<file path="config.mk">
export PLATFORM = sky130hd
export DESIGN_NAME = logic_unit_pipe
export DESIGN_NICKNAME = d
export VERILOG_FILES = /design/src/rtl/logic_unit_pipe.sv
export SDC_FILE = /design/constraint.sdc
export NUM_CORES = 1
export LEC_CHECK = 0
export BUFFER_PORTS_ARGS = -buffer_cell sky130_fd_sc_hd__buf_2
export CELL_PAD_IN_SITES_DETAIL_PLACEMENT = 1
export CELL_PAD_IN_SITES_GLOBAL_PLACEMENT = 2
export CORE_MARGIN = 10
export CORE_UTILIZATION = 31
export CTS_CLUSTER_DIAMETER = 200
export CTS_CLUSTER_SIZE = 14
export DETAILED_ROUTE_END_ITERATION = 8
export GPL_TIMING_DRIVEN = 0
export PLACE_DENSITY_LB_ADDON = 0.1
export SKIP_LAST_GASP = 1
export SYNTH_ARGS = -nofsm -noshare
export SYNTH_HDL_FRONTEND = slang
export SYNTH_SLANG_ARGS = --single-unit
</file>
<file path="constraint.sdc">
create_clock -name clk -period 3.25 [get_ports clk]
set_clock_uncertainty 0.15 [all_clocks]
set_input_delay 0.1625 -clock clk [delete_from_list [all_inputs] [get_ports clk]]
set_output_delay 0.1625 -clock clk [all_outputs]
set_load 0.02 [all_outputs]
</file>
<file path="src/rtl/logic_unit_pipe.sv">
// Pipelined bitwise logic unit: AND/OR/XOR/ANDN with STAGES registers and valid/ready flow.
// Optional output-transfer counter enabled by defining LOGIC_UNIT_PIPE_OPCNT_EN.
module logic_unit_pipe #(
  parameter int WIDTH  = 32,
  parameter int STAGES = 1
) (
  input  logic             clk,
  input  logic             rst,
  input  logic             in_valid,
  output logic             in_ready,
  input  logic [1:0]       in_op,
  input  logic [WIDTH-1:0] in_a,
  input  logic [WIDTH-1:0] in_b,
  output logic             out_valid,
  input  logic             out_ready,
  output logic [WIDTH-1:0] out_data,
  output logic             out_zero
`ifdef LOGIC_UNIT_PIPE_OPCNT_EN
  ,
  output logic [15:0]      op_count
`endif
);

  typedef enum logic [1:0] {
    OP_AND  = 2'b00,
    OP_OR   = 2'b01,
    OP_XOR  = 2'b10,
    OP_ANDN = 2'b11
  } op_e;

  logic [WIDTH-1:0] result;
  logic             result_zero;
  logic             accept;
  logic [STAGES:0]  adv_chain;

  logic [STAGES-1:0] valid_q, valid_d;
  logic [STAGES-1:0] zero_q, zero_d;
  logic [WIDTH-1:0]  data_q [STAGES];
  logic [WIDTH-1:0]  data_d [STAGES];

  always_comb begin
    result = '0;
    case (op_e'(in_op))
      OP_AND:  result = in_a & in_b;
      OP_OR:   result = in_a | in_b;
      OP_XOR:  result = in_a ^ in_b;
      OP_ANDN: result = in_a & ~in_b;
      default: result = '0;
    endcase
    result_zero = (result == '0);
  end

  // A stage may load when it is empty or the stage after it is moving;
  // the chain runs back from out_ready so a draining full pipe still accepts.
  always_comb begin
    adv_chain         = '0;
    adv_chain[STAGES] = out_ready;
    for (int i = STAGES - 1; i >= 0; i--) begin
      adv_chain[i] = !valid_q[i] || adv_chain[i+1];
    end
  end

  assign in_ready = adv_chain[0];
  assign accept   = in_valid && adv_chain[0];

  // Data only changes when a valid beat is loaded, so an emptied stage keeps its last value.
  always_comb begin
    valid_d = valid_q;
    zero_d  = zero_q;
    data_d  = data_q;
    if (adv_chain[0]) begin
      valid_d[0] = accept;
      if (accept) begin
        data_d[0] = result;
        zero_d[0] = result_zero;
      end
    end
    for (int i = 1; i < STAGES; i++) begin
      if (adv_chain[i]) begin
        valid_d[i] = valid_q[i-1];
        if (valid_q[i-1]) begin
          data_d[i] = data_q[i-1];
          zero_d[i] = zero_q[i-1];
        end
      end
    end
  end

  generate
    for (genvar gi = 0; gi < STAGES; gi++) begin : g_stage
      always_ff @(posedge clk or posedge rst) begin
        if (rst) begin
          valid_q[gi] <= 1'b0;
          zero_q[gi]  <= 1'b0;
          data_q[gi]  <= '0;
        end else begin
          valid_q[gi] <= valid_d[gi];
          zero_q[gi]  <= zero_d[gi];
          data_q[gi]  <= data_d[gi];
        end
      end
    end
  endgenerate

  assign out_valid = valid_q[STAGES-1];
  assign out_data  = data_q[STAGES-1];
  assign out_zero  = zero_q[STAGES-1];

`ifdef LOGIC_UNIT_PIPE_OPCNT_EN
  logic [15:0] op_count_q, op_count_d;

  always_comb begin
    op_count_d = op_count_q;
    if (out_valid && out_ready) begin
      op_count_d = op_count_q + 16'd1;
    end
  end

  always_ff @(posedge clk or posedge rst) begin
    if (rst) begin
      op_count_q <= 16'd0;
    end else begin
      op_count_q <= op_count_d;
    end
  end

  assign op_count = op_count_q;
`endif

endmodule
</file>
* After elaboration in Yosys (flattened, before gate mapping)
Index checks and enable logic that the tools add are counted.
** Storage, ports and cells
- Output and inout port bits :: 35
- Bits in registers :: 34
** Operators by class
- Bitwise logic cells :: 5
- Mux-type cells :: 1
- Equality and inequality tests :: 3
- Reductions and logical operators :: 6
** Operators by type and width (count)
- $pmux 32 s4 :: 1
- $and 32x32->32 :: 2
- $logic_not 32->1 :: 1
- $not 32->32 :: 1
- $or 32x32->32 :: 1
- $xor 32x32->32 :: 1
- $eq 2x2->1 const B :: 2
- $eq 2x1->1 const B :: 1
- $logic_not 2->1 :: 1
- $reduce_and 2->1 :: 1
- $logic_and 1x1->1 :: 1
- $logic_not 1->1 :: 1
- $logic_or 1x1->1 :: 1

* Logic depth before layout (Yosys ltp)
- Depth after elaboration :: 4
- Mapped depth :: 10
- Mapped depth without buffers :: 8

* Least setup slack after synthesis
Ideal clock, no wire load.
- Kind :: in2reg
- Start point :: input port in_a[24]
- End point :: register zero_q (netlist: out_zero)
- Slack :: 1.087 ns
- Arrival time :: 1.921 ns
- Cell stages on the path :: 7
- Library setup time :: 0.092 ns
- Path buffers :: 0
- Cell sequence :: inv_1 ha_1 or4_4 o41ai_2 a21oi_1 or4_1 o31ai_2
** Between the ends
- Cells in the longest elaborated chain, start to end :: 3
- Elaborated cells between the ends (all ways) :: 6
- Those cells by class :: mux: 1; bitwise: 4; reduce/logical: 1
** RTL lines
- start: declaration :: RTL line 12 : input logic [WIDTH-1:0] in_a,
- $and 32x32->32, or another cell as far along :: RTL line 47 : OP_ANDN: result = in_a & ~in_b;
- $pmux 32 s4 (*) :: RTL line 43 : case (op_e'(in_op))
- $logic_not 32->1 (*) :: RTL line 50 : result_zero = (result == '0);
- end signal: indexed assignment :: RTL line 98 : zero_q[gi] <= zero_d[gi];
- end: declaration :: RTL line 37 : logic [STAGES-1:0] zero_q, zero_d;
Mark *: on every way between the ends. The rest lies on a longest branch, timed or not.
A chain may end at the register's enable or synchronous reset.

* Worst setup path in the final report
- Start point :: input port in_op[0]
- End point :: register data_q, in the netlist out_data[29]
** Between the ends
- Cells in the longest elaborated chain, start to end :: 2
- Elaborated cells between the ends (all ways) :: 5
- Those cells by class :: eq/ne: 3; mux: 1; reduce/logical: 1
** RTL lines
- start: declaration :: RTL line 11 : input logic [1:0] in_op,
- $eq 2x2->1, or another cell as far along :: RTL line 43
- $pmux 32 s4 (*) :: RTL line 43
- end signal: indexed assignment :: RTL line 99 : data_q[gi] <= data_d[gi];
- end: declaration :: RTL line 38 : logic [WIDTH-1:0] data_q [STAGES];
Marked as above.

==> flow_summary.ini <==
[final_layout]
synthToLayoutAreaGrowth_pct = 24.3
final_cells = 665
diodes = 0
nFillCells = 1345
drive_above_1_share_pct = 22.7
layout.nets = 634
fin_area_um2 = 4030

[routing]
antenna_left = 0
dr.pass1.iters = 4
via_per_inst = 5.12
drt_iter0_drc = 139
route.detailed.drc = 0
wl_um = 12900
wl_per_cell_um = 19.3
vias = 3404

[sta]
timing.final.max_slew_violations = 0
period_needed_ps = 2520
worst_pin_slew_ps = 821
rsz0062_at_grt = no
max-slew-margin-rel_pct = 45.2
setup_tns_ps = 0
fmax_ghz = 0.397
setup_violations = 0
finalHoldViolations = 0
finalCritPeriodShare_pct = 77.4

[synth]
synthFlopType = dfrtp_1
synth_commonest_cells = inv_1, nand2_1, ha_1
synth_area_um2 = 3240
yosysTopAreaCellShare_pct = 26.2
syn-mean-instance-area_um2 = 7.80
ys_async_sr_fraction_pct = 100
synth_edf_count = 0
synth.largest_area_cell = dfrtp_1
synth_seq_cells = 34
synth_most_common_cell = inv_1
synth_fp_nets = 521
synthDistinctLibCells = 35
seq_area_frac_synth_pct = 26.2
yosys_warnings = 0
netlist_instances = 416
yosys-top-cells-area = dfrtp_1, ha_1, inv_1

[pwr]
p_total_mw = 1.49
powerDensity_nw_per_um2 = 371
peakVddDrop_mv = 0.158
power.leakage_nw = 2.27

[setup_path]
slowest_delay_ps = 580
cp_num_cells = 9
required_ps = 3330
setup.worst_path.start_class = primary input
r2r-start = out_valid
crit_chain = buf_2, inv_1, ha_1, clkbuf_1, clkbuf_1, buf_1, a221oi_1, a211oi_1, a21o_1
slowest_stage = buf_1
crit_buf_inv = 5
crit_path_frequent_cell = clkbuf_1
end_kind = flop
reg2reg_depth = 5
critPathKind = primary input to flop
arrival_ps = 2590
cp_top_family = buffers and inverters
critPathMaxFanout = 10
startpoint = in_op[0]

[grt]
grt_antenna_before_repair = 0
overflow = 0
grt_pass1_wl_um = 20000
grt_max_degree = 35
grt_pass1_vias = 3648
grt_util_all_layers_pct = 17.0

[clocking]
clk_pin_slew_ps = 80
numClockSinks = 34
cts_buffers = 5
cts_tree = built
cts.htree.levels = 2
cts_buffer_depth = 2
cts_resized = 0
insertion_delay_ps = 290
clock-root-buffer = clkbuf_8

[place]
numPortBuffers = 104
placedCellCount = 656
dp_hpwl_um = 10200
place_area_um2 = 3930
place_congestion = 0.821

[floorplan]
pin_count = 105
fp.dieArea_um2 = 15000
rows = 37
die_x_um = 122
core_area_um2 = 10300
dieHeight_um = 122
start_util_pct = 31.6

[hold_path]
whs_path_depth = 3
worstHoldStart = out_ready
holdCritPathClass = primary input to flop

[flow_run]
max-cap-violations = 0

[run_status]
outcome = finished, final reports clean
[metal layers]
layer	vias up	share of wire, %	global-route usage [%]
met2	104	49	29.7
li1	1645	-	-
met4	0	0.75	3.17
met3	5	5.5	2.85
met1	1650	44	21.7
met5	-	0	0
[repair_timing]
item,4_1_cts,5_1_grt
hold buffers,2,0
setup buffers,0,0
endpoints found under the hold margin,35,0
[worst min-delay path, cell delays in order]
cell	delay [ps]
buf_2	70
nand2b_1	130
nand2b_1	70
[stage by stage]
| stage | util [%] | setup WS, ps | hold slack, ps |
|---|---|---|---|
| 2_1_floorplan | - | 1090 | 121 |
| 3_3_place_gp | 38.3 | 454 | 219 |
| 3_5_place_dp | 38.3 | 395 | 230 |
| 4_1_cts | 39.2 | 725 | 32.1 |
| 5_1_grt | 39.2 | 538 | 63.2 |
| 6_report | 39.2 | 733 | 35.6 |
[state kept, by name (all words and copies together), names as in the netlist]
| signal | count |
|---|---|
| out_data | 32 |
| out_valid | 1 |
| out_zero | 1 |
[layout make-up]
type                            instances  area (um^2)  share of cell area (%)
Multi-Input combinational cell        260         1930                    47.8
Sequential cell                        34          851                    21.1
Timing Repair Buffer                  106          541                    13.4
Inverter                               98          368                    9.13
Tap cell                              136          170                    4.22
Buffer                                 24         96.3                    2.39
Clock buffer                            7         76.3                    1.89
[report_power, final]
| part | total (mW) | switching (mW) | internal [mW] |
|---|---|---|---|
| Sequential | 0.531 | 0.0373 | 0.494 |
| Clock | 0.319 | 0.171 | 0.148 |
| Combinational | 0.645 | 0.411 | 0.233 |
[cell families (layout without fill, tap and decap cells)]
logic type | count (synthesis) | in the layout | synth area share (%)
mux | 2 | 2 | 0.694
flops | 34 | 34 | 26.2
xor+xnor | 32 | 32 | 8.64
compound gates | 119 | 119 | 26.5
buf+inv | 122 | 235 | 14.3
simple gates | 72 | 72 | 10.1
fa+ha+maj | 35 | 35 | 13.5
[path summary, 6_finish.rpt]
path	slack [ps]	end
worst min-delay path	40	out_valid
max in group asynchronous	1990	out_data[4]
worst max-delay path	730	out_data[29]
worst max register to register	1330	out_data[13]
worst min register to register	320	out_data[28]
min in group asynchronous	420	out_data[25]
[cells in the final DEF (no fill, tap or decap), types with 8 or more instances in the layout]
cell type / instances
a211oi_1: 15
inv_1: 97
a221oi_1: 23
ha_1: 35
buf_2: 109
o21ai_0: 15
nand2_1: 44
dfrtp_1: 34
nand4_1: 8
a22oi_1: 12
a21o_1: 15
o31ai_1: 8
clkbuf_1: 15
xor2_1: 30
a21oi_1: 15
Power figures use the tool's default switching activity.
